--- config.mk ---
export PLATFORM = sky130hd
export DESIGN_NAME = seq_scan_ctrl
export DESIGN_NICKNAME = d
export VERILOG_FILES = /design/src/rtl/seq_pkg.sv /design/src/rtl/seq_match_core.sv /design/src/rtl/seq_scan_ctrl.sv
export SDC_FILE = /design/constraint.sdc
export NUM_CORES = 1
export LEC_CHECK = 0
export ABC_AREA = 1
export CORE_UTILIZATION = 47
export DETAILED_ROUTE_END_ITERATION = 6
export PLACE_DENSITY = 0.73
export SLEW_MARGIN = 15
export SYNTH_ARGS = -nofsm -noshare
export SYNTH_HDL_FRONTEND = slang
export SYNTH_SLANG_ARGS = --single-unit
export TNS_END_PERCENT = 10
--- constraint.sdc ---
create_clock -name clockPulse -period 1.6 [get_ports clockPulse]
set_input_delay 0.4 -clock clockPulse [delete_from_list [all_inputs] [get_ports clockPulse]]
set_output_delay 0.4 -clock clockPulse [all_outputs]
set_load 0.05 [all_outputs]
--- src/rtl/seq_pkg.sv ---
// seq_pkg: shared types and constants for the sequence scan controller.
//   state_t      - controller FSM states (IDLE, SHIFT, DONE)
//   RES_*        - 2-bit status codes driven on seq_scan_ctrl.result
package seq_pkg;

    typedef enum logic [1:0] {
        IDLE  = 2'd0,
        SHIFT = 2'd1,
        DONE  = 2'd2
    } state_t;

    localparam logic [1:0] RES_IDLE    = 2'b00;
    localparam logic [1:0] RES_BUSY    = 2'b01;
    localparam logic [1:0] RES_NOMATCH = 2'b10;
    localparam logic [1:0] RES_MATCH   = 2'b11;

endpackage

--- src/rtl/seq_match_core.sv ---
// seq_match_core: serial pattern matcher with a PAT_W-bit history.
// Ports:
//   clk       in  clock, rising edge
//   rst       in  synchronous active-high reset
//   clear     in  synchronous clear of history and fill counter (new word)
//   bit_in    in  current serial bit (earliest bit first)
//   bit_valid in  bit_in is consumed this cycle
//   match     out combinational: history plus bit_in equals PATTERN and
//                 at least PAT_W bits have been consumed since the clear
module seq_match_core #(
    parameter int               PAT_W   = 4,
    parameter logic [PAT_W-1:0] PATTERN = 4'b1011
) (
    input  logic clk,
    input  logic rst,
    input  logic clear,
    input  logic bit_in,
    input  logic bit_valid,
    output logic match
);

    localparam int FW = (PAT_W > 1) ? $clog2(PAT_W) : 1;
    // Fill saturates once PAT_W-1 earlier bits have been seen; the current
    // bit then completes a full window.
    localparam logic [FW-1:0] FILL_MAX = FW'(PAT_W - 1);

    logic [PAT_W-1:0] hist_q;
    logic [PAT_W-1:0] window;
    logic [FW-1:0]    fill_q;

    // Newest bit enters at the LSB, so the oldest bit lines up with
    // PATTERN's MSB.
    assign window = PAT_W'({hist_q, bit_in});
    assign match  = bit_valid && (window == PATTERN) && (fill_q == FILL_MAX);

    always_ff @(posedge clk) begin
        if (rst || clear) begin
            hist_q <= '0;
            fill_q <= '0;
        end else if (bit_valid) begin
            hist_q <= window;
            if (fill_q != FILL_MAX) begin
                fill_q <= fill_q + 1'b1;
            end
        end
    end

endmodule

--- src/rtl/seq_scan_ctrl.sv ---
// seq_scan_ctrl: accepts a word on start, serializes it MSB-first into
// seq_match_core and counts (overlapping) occurrences of PATTERN.
// Ports:
//   clockPulse  in  clock, rising edge
//   reset       in  synchronous active-high reset, priority over all inputs
//   start       in  scan request, accepted only in IDLE
//   data_in     in  word captured on the accepting edge
//   busy        out high during SHIFT cycles (registered)
//   done        out one-cycle pulse in DONE (registered)
//   match_count out match count of last completed scan
//   result      out status code (seq_pkg RES_*)
//   bit_out     out serial bit presented to the core
//   bit_valid   out same as busy
//   dbg_state   out current FSM state for observation
//
// Handshake: start is a level request; the controller accepts it on any
// rising edge where it is in IDLE and ignores it otherwise. There is no
// back-pressure and no queuing; acceptance is visible as busy rising.
module seq_scan_ctrl
    import seq_pkg::*;
#(
    parameter int               DATA_W  = 16,
    parameter int               PAT_W   = 4,
    parameter logic [PAT_W-1:0] PATTERN = 4'b1011,
    parameter int               CNT_W   = 5
) (
    input  logic              clockPulse,
    input  logic              reset,
    input  logic              start,
    input  logic [DATA_W-1:0] data_in,
    output logic              busy,
    output logic              done,
    output logic [CNT_W-1:0]  match_count,
    output logic [1:0]        result,
    output logic              bit_out,
    output logic              bit_valid,
    output state_t            dbg_state
);

    localparam int BW = (DATA_W > 1) ? $clog2(DATA_W) : 1;
    localparam logic [BW-1:0] LAST_BIT = BW'(DATA_W - 1);

    state_t            state_q, state_d;
    logic [DATA_W-1:0] shreg_q, shreg_d;
    logic [BW-1:0]     bit_cnt_q, bit_cnt_d;
    logic [CNT_W-1:0]  run_q, run_d;
    logic [CNT_W-1:0]  mc_q, mc_d;
    logic [1:0]        res_q, res_d;
    logic              busy_q, busy_d;
    logic              done_q, done_d;
    logic              core_clear;
    logic              core_match;
    logic              cur_bit;

    assign cur_bit = shreg_q[DATA_W-1];

    seq_match_core #(
        .PAT_W  (PAT_W),
        .PATTERN(PATTERN)
    ) u_core (
        .clk      (clockPulse),
        .rst      (reset),
        .clear    (core_clear),
        .bit_in   (cur_bit),
        .bit_valid(busy_q),
        .match    (core_match)
    );

    always_comb begin
        state_d    = state_q;
        shreg_d    = shreg_q;
        bit_cnt_d  = bit_cnt_q;
        run_d      = run_q;
        mc_d       = mc_q;
        res_d      = res_q;
        busy_d     = 1'b0;
        done_d     = 1'b0;
        core_clear = 1'b0;
        case (state_q)
            IDLE: begin
                if (start) begin
                    state_d    = SHIFT;
                    shreg_d    = data_in;
                    bit_cnt_d  = '0;
                    run_d      = '0;
                    res_d      = RES_BUSY;
                    core_clear = 1'b1;
                    busy_d     = 1'b1;
                end
            end
            SHIFT: begin
                shreg_d   = shreg_q << 1;
                bit_cnt_d = bit_cnt_q + 1'b1;
                if (core_match && (run_q != '1)) begin
                    run_d = run_q + 1'b1;
                end
                if (bit_cnt_q == LAST_BIT) begin
                    // Publish on the edge into DONE so the count, including a
                    // match on the final bit, is visible in the DONE cycle.
                    state_d = DONE;
                    mc_d    = run_d;
                    res_d   = (run_d != '0) ? RES_MATCH : RES_NOMATCH;
                    done_d  = 1'b1;
                end else begin
                    busy_d = 1'b1;
                end
            end
            DONE: begin
                state_d = IDLE;
            end
            default: begin
                state_d = IDLE;
            end
        endcase
    end

    always_ff @(posedge clockPulse) begin
        if (reset) begin
            state_q   <= IDLE;
            shreg_q   <= '0;
            bit_cnt_q <= '0;
            run_q     <= '0;
            mc_q      <= '0;
            res_q     <= RES_IDLE;
            busy_q    <= 1'b0;
            done_q    <= 1'b0;
        end else begin
            state_q   <= state_d;
            shreg_q   <= shreg_d;
            bit_cnt_q <= bit_cnt_d;
            run_q     <= run_d;
            mc_q      <= mc_d;
            res_q     <= res_d;
            busy_q    <= busy_d;
            done_q    <= done_d;
        end
    end

    assign busy        = busy_q;
    assign bit_valid   = busy_q;
    assign done        = done_q;
    assign match_count = mc_q;
    assign result      = res_q;
    assign bit_out     = busy_q & cur_bit;
    assign dbg_state   = state_q;

endmodule

* Word level (Yosys, flattened, before mapping) *
Cells that the tools add are included.

word-level totals
  ROM bits = 0
  memories = 0
  bits in writable memories = 0
  bits in latches = 0
  flip-flop bits (word level) = 41
  output and inout port bits = 13

cells by class
  equal/unequal tests = 8
  divide/modulo/power cells = 0
  reduce and logical (&&, ||, !) cells = 13
  multiply operators = 0
  add/subtract/negate cells = 3
  bitwise gates (word level) = 2
  muxes and demuxes = 19
  shift operators = 0
  order comparisons = 0

operator list
  cell                                                             number
  16-bit one-hot mux with 2 select lines                           1
  16-bit two-way mux                                               1
  5-bit two-way mux                                                3
  5-bit one-hot mux with 2 select lines                            1
  4-bit == test, second input constant                             2
  2-bit one-hot mux with 2 select lines                            2
  4-bit one-hot mux with 2 select lines                            1
  2-bit AND reduction                                              4
  2-bit two-way mux                                                3
  2-bit != test, second input constant                             3
  5-bit by 1-bit adder with 5-bit output, second input constant    1
  1-bit two-way mux                                                5
  5-bit != test, second input constant                             1
  5-bit nonzero test                                               1
  4-bit by 1-bit adder with 4-bit output, second input constant    1
  4-bit two-way mux                                                1
  1-bit logical AND                                                3
  3-bit AND reduction                                              1
  2-bit by 1-bit adder with 2-bit output, second input constant    1
  2-bit by 1-bit == test with 1-bit output, second input constant  1
  2-bit == test, second input constant                             1
  2-bit logical NOT                                                1
  1-bit one-hot mux with 2 select lines                            1
  2-bit nonzero test                                               1
  other kinds (4)                                                  4

* Longest topological paths before layout *
  depth in word-level cells = 10
  mapped depth = 11
  gate-level depth less buffers = 11

* By module *
Synthesis repeated with hierarchy kept, for this count alone.

second synthesis, totals
  cells, all modules = 261
  area total of the unflattened synthesis = 1,846.8 um2

modules (own cells, without submodules)
  module          times used  area an instance (um2)  cells an instance  seq. area each (um2)
  seq_scan_ctrl   1           1,625.3                 229                720.7
  seq_match_core  1           221.5                   32                 100.1

* Worst setup path before layout *
No wires, ideal clock.

  kind = reg-to-output
  from = register busy_q, in the netlist bit_valid
  to = output bit_out
  path buffers = 0
  arrival time = 1.207 ns
  path slack = -0.007 ns
  cell stages (with the launch flop) = 3
  required time = 1.200 ns
  cells stage by stage = dfxtp_1 > nand2_2 > inv_1

on the way
  word-level cells in the longest chain between the ends = 1

RTL lines
  what                    RTL line              RTL
  start, declared         seq_scan_ctrl.sv:49   logic busy_q, busy_d;
  start signal, assigned  seq_scan_ctrl.sv:134  busy_q <= busy_d;
  1-bit AND               seq_scan_ctrl.sv:144  assign bit_out = busy_q & cur_bit;
  end, declared           seq_scan_ctrl.sv:35   output logic bit_out,

No other way between the ends.

* Worst setup path in the final report *
  from = register run_q[1]
  to = register res_q[0], in the netlist result[0]

on the way
  word-level cells in the longest chain between the ends = 8
  elaborated cells between the ends (all ways) = 9

RTL lines
  what                                                                                            RTL line              RTL
  start, declared                                                                                 seq_scan_ctrl.sv:46   logic [CNT_W-1:0] run_q, run_d;
  start signal, assigned                                                                          seq_scan_ctrl.sv:131  run_q <= run_d;
  parallel branches: the longest is 2 deep, another holds 5-bit by 1-bit adder with 5-bit output  --
  5-bit two-way mux *                                                                             seq_scan_ctrl.sv:94   if (core_match && (run_q != '1)) begin
  5-bit two-way mux *                                                                             seq_scan_ctrl.sv:79   case (state_q)
  5-bit nonzero test *                                                                            seq_scan_ctrl.sv:102  res_d = (run_d != '0) ? RES_MATCH : RES_NOMATCH;
  1-bit two-way mux *                                                                             seq_scan_ctrl.sv:102
  2-bit two-way mux *                                                                             seq_scan_ctrl.sv:97   if (bit_cnt_q == LAST_BIT) begin
  2-bit one-hot mux with 2 select lines *                                                         seq_scan_ctrl.sv:79
  end signal, assigned                                                                            seq_scan_ctrl.sv:133  res_q <= res_d;
  end, declared                                                                                   seq_scan_ctrl.sv:48   logic [1:0] res_q, res_d;

Every way passes the cells marked *. The select of a mux whose other input is x is not followed.
A chain may end at the register's enable or synchronous reset.

==> results summary <==
Clock latency on the worst-skew pair, taken at its later pin, is slightly below 300 ps. The synthesis-stage register bit count came out at 41. The fraction of the cycle the final worst path needs is 97.3%. Yosys mapped the design onto 29 distinct sky130hd cell types. The area of the die came out at 0.00420 mm2.

The sum of buffers and inverters on the critical path is 1. The final routed wire length divided by cell count is 11.8 um. The maximum clock frequency is 642 MHz. The global route total overflow is 0.

Once placement finished, the instance area stood at 0.00247 mm2. The final number of hold-violating endpoints is 0. The analysis attributes to cell leakage a power of about 0.0011 uW. The I/O pin count came out at 32. The run finished with clean final reports. The highest signal layer in the routed design is met4. The max capacitance violation total is 0. The number of input and output port buffers inserted is 31. The core utilization of the finished layout is 70.4%. The diode insertion count for antenna repair came out at 0.

The deepest clock path buffer count came out at 2. The clock root buffer is sky130_fd_sc_hd__clkbuf_8. The via count of the first global-routing pass is about 1.6k.

The number of warnings reported in the yosys synthesis log came out at 0. The number of buffers created by CTS came out at 5. The number of placed instances, taps included came out at around 330. The critical path goes through ha_4 > inv_2 > nor3_2 > ha_2 > nor2_4 > nand2_4 > nand2_2 > nand3_1 > nor2_2 > a21oi_2.

The width of the die is ~65 um. STA classifies the critical path startpoint as a register. The largest clock skew in the final design is 5.07 ps. The finished cells cover 0.00262 mm2.

The clock slew at the register clock pins of the worst setup and hold paths is 70 ps. The total of hold buffers inserted after clock tree synthesis came out at 0. By startpoint and endpoint, the worst setup path is classified as reg -> reg. In the final timing run, aggregate negative setup slack is 0 ps. The post-synthesis area per instance came out at 7.63 um2. The HPWL reported at the end of detailed placement came out at 2920 um. The count of cells in the finished layout, fillers not included, comes to between 300 and 400. The overall global routing resource usage is 21.2%. The synthesized design spends more area on one cell type than any other, namely sky130_fd_sc_hd__dfxtp_1. The number of rows created at floorplan came out at 22. The clock net in this run drives a total of around 40 sinks. The final RePlAce weighted congestion is slightly above 0.8. The critical path data required time came out at 1790 ps. The largest net degree at the start of global routing came out at 28. The length of routed met3 wiring is ~170 um. The total nets after synthesis is between 200 and 300.

The kind of path behind the tightest hold check is reg -> reg. TritonCTS built the clock tree. Total power for the finished layout comes to 2140 uW.

The proportion of synthesized chip area in sequential cells came out at between 40% and 50%. The top cell type's share of synthesized area came out at between 40% and 50%. The detailed route wirelength on metal2 came out at approximately 1900 um. Setup repair after global routing could not meet its margin everywhere.

The largest fanout on the critical path is 6. Among all stages on the critical path, the largest delay is contributed by sky130_fd_sc_hd__dfxtp_2. The worst voltage drop across the vdd grid came out at 560 uV. In the routed design, unresolved DRC markers number 0. The ratio of routed vias to standard cells is just over 5. The count of antenna-violating nets left after detailed routing is 0. Setup violations remaining at the end of the flow were counted as 0. Headroom to the max-slew limit came out at roughly three quarters.

After floorplanning, the core was sized to cover between 0.003 and 0.004 mm2. For this block, wires on met1 add up to 1930 um. The data arrival at the endpoint of the critical path is 1740 ps.

The total wire length came out at 4050 um. The initial cell density of the core is 49.9%. The fraction of final layout cells sized beyond drive strength 1 is 27.5%. The top cell types in the final layout, fill and taps aside, are sky130_fd_sc_hd__nand2_1 (66), sky130_fd_sc_hd__dfxtp_1 (38), sky130_fd_sc_hd__buf_4 (24). The length of the first detailed-routing pass in iterations came out at 4. The cell area after synthesis came out at 0.00185 mm2. The cell family contributing the most delay on the critical path is simple AND/OR/NAND/NOR gates.

The pin slew with the least headroom to its limit came out at approximately 400 ps. The library cell used most frequently in the layout, excluding fill and tap cells, is sky130_fd_sc_hd__nand2_1. In this run the power density over the cells is 818 mW/mm2. The type of element capturing the critical path is a register.

By area the synthesized netlist is led by sky130_fd_sc_hd__dfxtp_1 (44%), sky130_fd_sc_hd__nand2_1 (14%), sky130_fd_sc_hd__a31oi_1 (5.4%), sky130_fd_sc_hd__o21ai_0 (4.3%), sky130_fd_sc_hd__a21oi_1 (3.8%). The floorplan die height is 64.8 um. Synthesis produced a netlist whose cell count is roughly 240. The final-report max-slew violation count came out at 0. For this run, the slowest stage of the critical path takes 340 ps. Compared with the post-synthesis result, the final layout area differs by 41.1%.

For the finished layout, the period the worst path requires is 1560 ps. The first global-routing pass estimated between 6000 and 7000 um of wire. The layout net count is 318. The total via count in the routed design is 1724. The H-tree depth reported by CTS came out at 2. The number of antenna violations at the first check in global routing is 0.

The count of routing violations after the opening detailed-route iteration came out at 73.
[synthesized netlist by cell type, drive strengths merged]
cell and count:
a21oi 18, a221oi 1, a31oi 16, buf 6, clkbuf 4, clkinv 1
dfxtp 41, ha 4, inv 20, nand2 79, nand3 14, nand4 1
nor2 11, nor3 1, o211ai 1, o21ai 23, or2 1, xnor2 1
[flip-flops by register name, indices dropped and copies added (netlist names)]
| signal | flops |
|---|---|
| bit_cnt_q | 4 |
| shreg_q | 16 |
| u_core.hist_q | 3 |
| bit_valid | 1 |
| result | 2 |
| u_core.fill_q | 2 |
| dbg_state | 2 |
| match_count | 5 |
| done | 1 |
| run_q | 5 |
[power breakdown]
group / switching [uW] / internal, uW
Combinational: 181 / 172
Sequential: 39.8 / 1070
Clock: 333 / 342
Total: 554 / 1590
[what timing repair did]
action,4_1_cts,5_1_grt
pin swaps,3,3
setup buffers,0,2
setup endpoints to repair,2,11
gates resized for setup,4,9
[per-stage QoR]
stage | setup slack (ps) | hold slack [ps]
finish | 43.3 | 472
global placement | -81.1 | 448
CTS | 1.39 | 472
global route | -42.7 | 498
floorplan | 49.4 | 440
detailed placement | -110 | 461
[metal layers]
layer  up-vias  track usage (%)
li1        904                -
met1       773             27.0
met2        37             32.9
met3        10             6.51
met4         0             8.61
met5         -                0
[layout make-up]
class / instances / area [um2]
fillers: 314 / 1100
multi-input cells: 171 / 942
flip-flops and latches: 41 / 825
repair buffers: 55 / 621
clock buffers: 7 / 86.3
inverters: 21 / 82.6
well taps: 48 / 60.1
[kinds of logic (layout without fill, tap and decap cells)]
| kind of cell | count (synthesis) | in the layout | synth area share, % |
|---|---|---|---|
| buffers and inverters | 31 | 83 | 7.22 |
| xor gates and xnor gates | 1 | 1 | 0.472 |
| and+or+nand+nor | 107 | 107 | 26.6 |
| DFF | 41 | 41 | 44.3 |
| adders and majority gates | 4 | 4 | 2.70 |
| AOI/OAI and AO/OA | 59 | 59 | 18.8 |
[worst paths after layout]
| kind | start | end | slack (ps) | cells after the start |
|---|---|---|---|---|
| hold / removal | u_core.hist_q[1] | u_core.hist_q[2] | 470 | 2 |
| setup / recovery | run_q[1] | result[0] | 40 | 10 |
| hold reg to reg | u_core.hist_q[1] | u_core.hist_q[2] | 470 | 2 |
| setup reg to reg | run_q[1] | result[0] | 40 | 10 |
[worst register-to-register path, cell delays in order, from the launching register on]
cell and delay [ps]:
sky130_fd_sc_hd__dfxtp_2 340, sky130_fd_sc_hd__ha_4 160, sky130_fd_sc_hd__inv_2 60, sky130_fd_sc_hd__nor3_2 40, sky130_fd_sc_hd__ha_2 180, sky130_fd_sc_hd__nor2_4 200, sky130_fd_sc_hd__nand2_4 120, sky130_fd_sc_hd__nand2_2 90
sky130_fd_sc_hd__nand3_1 90, sky130_fd_sc_hd__nor2_2 130, sky130_fd_sc_hd__a21oi_2 60
(Power assumes the default switching activity.)
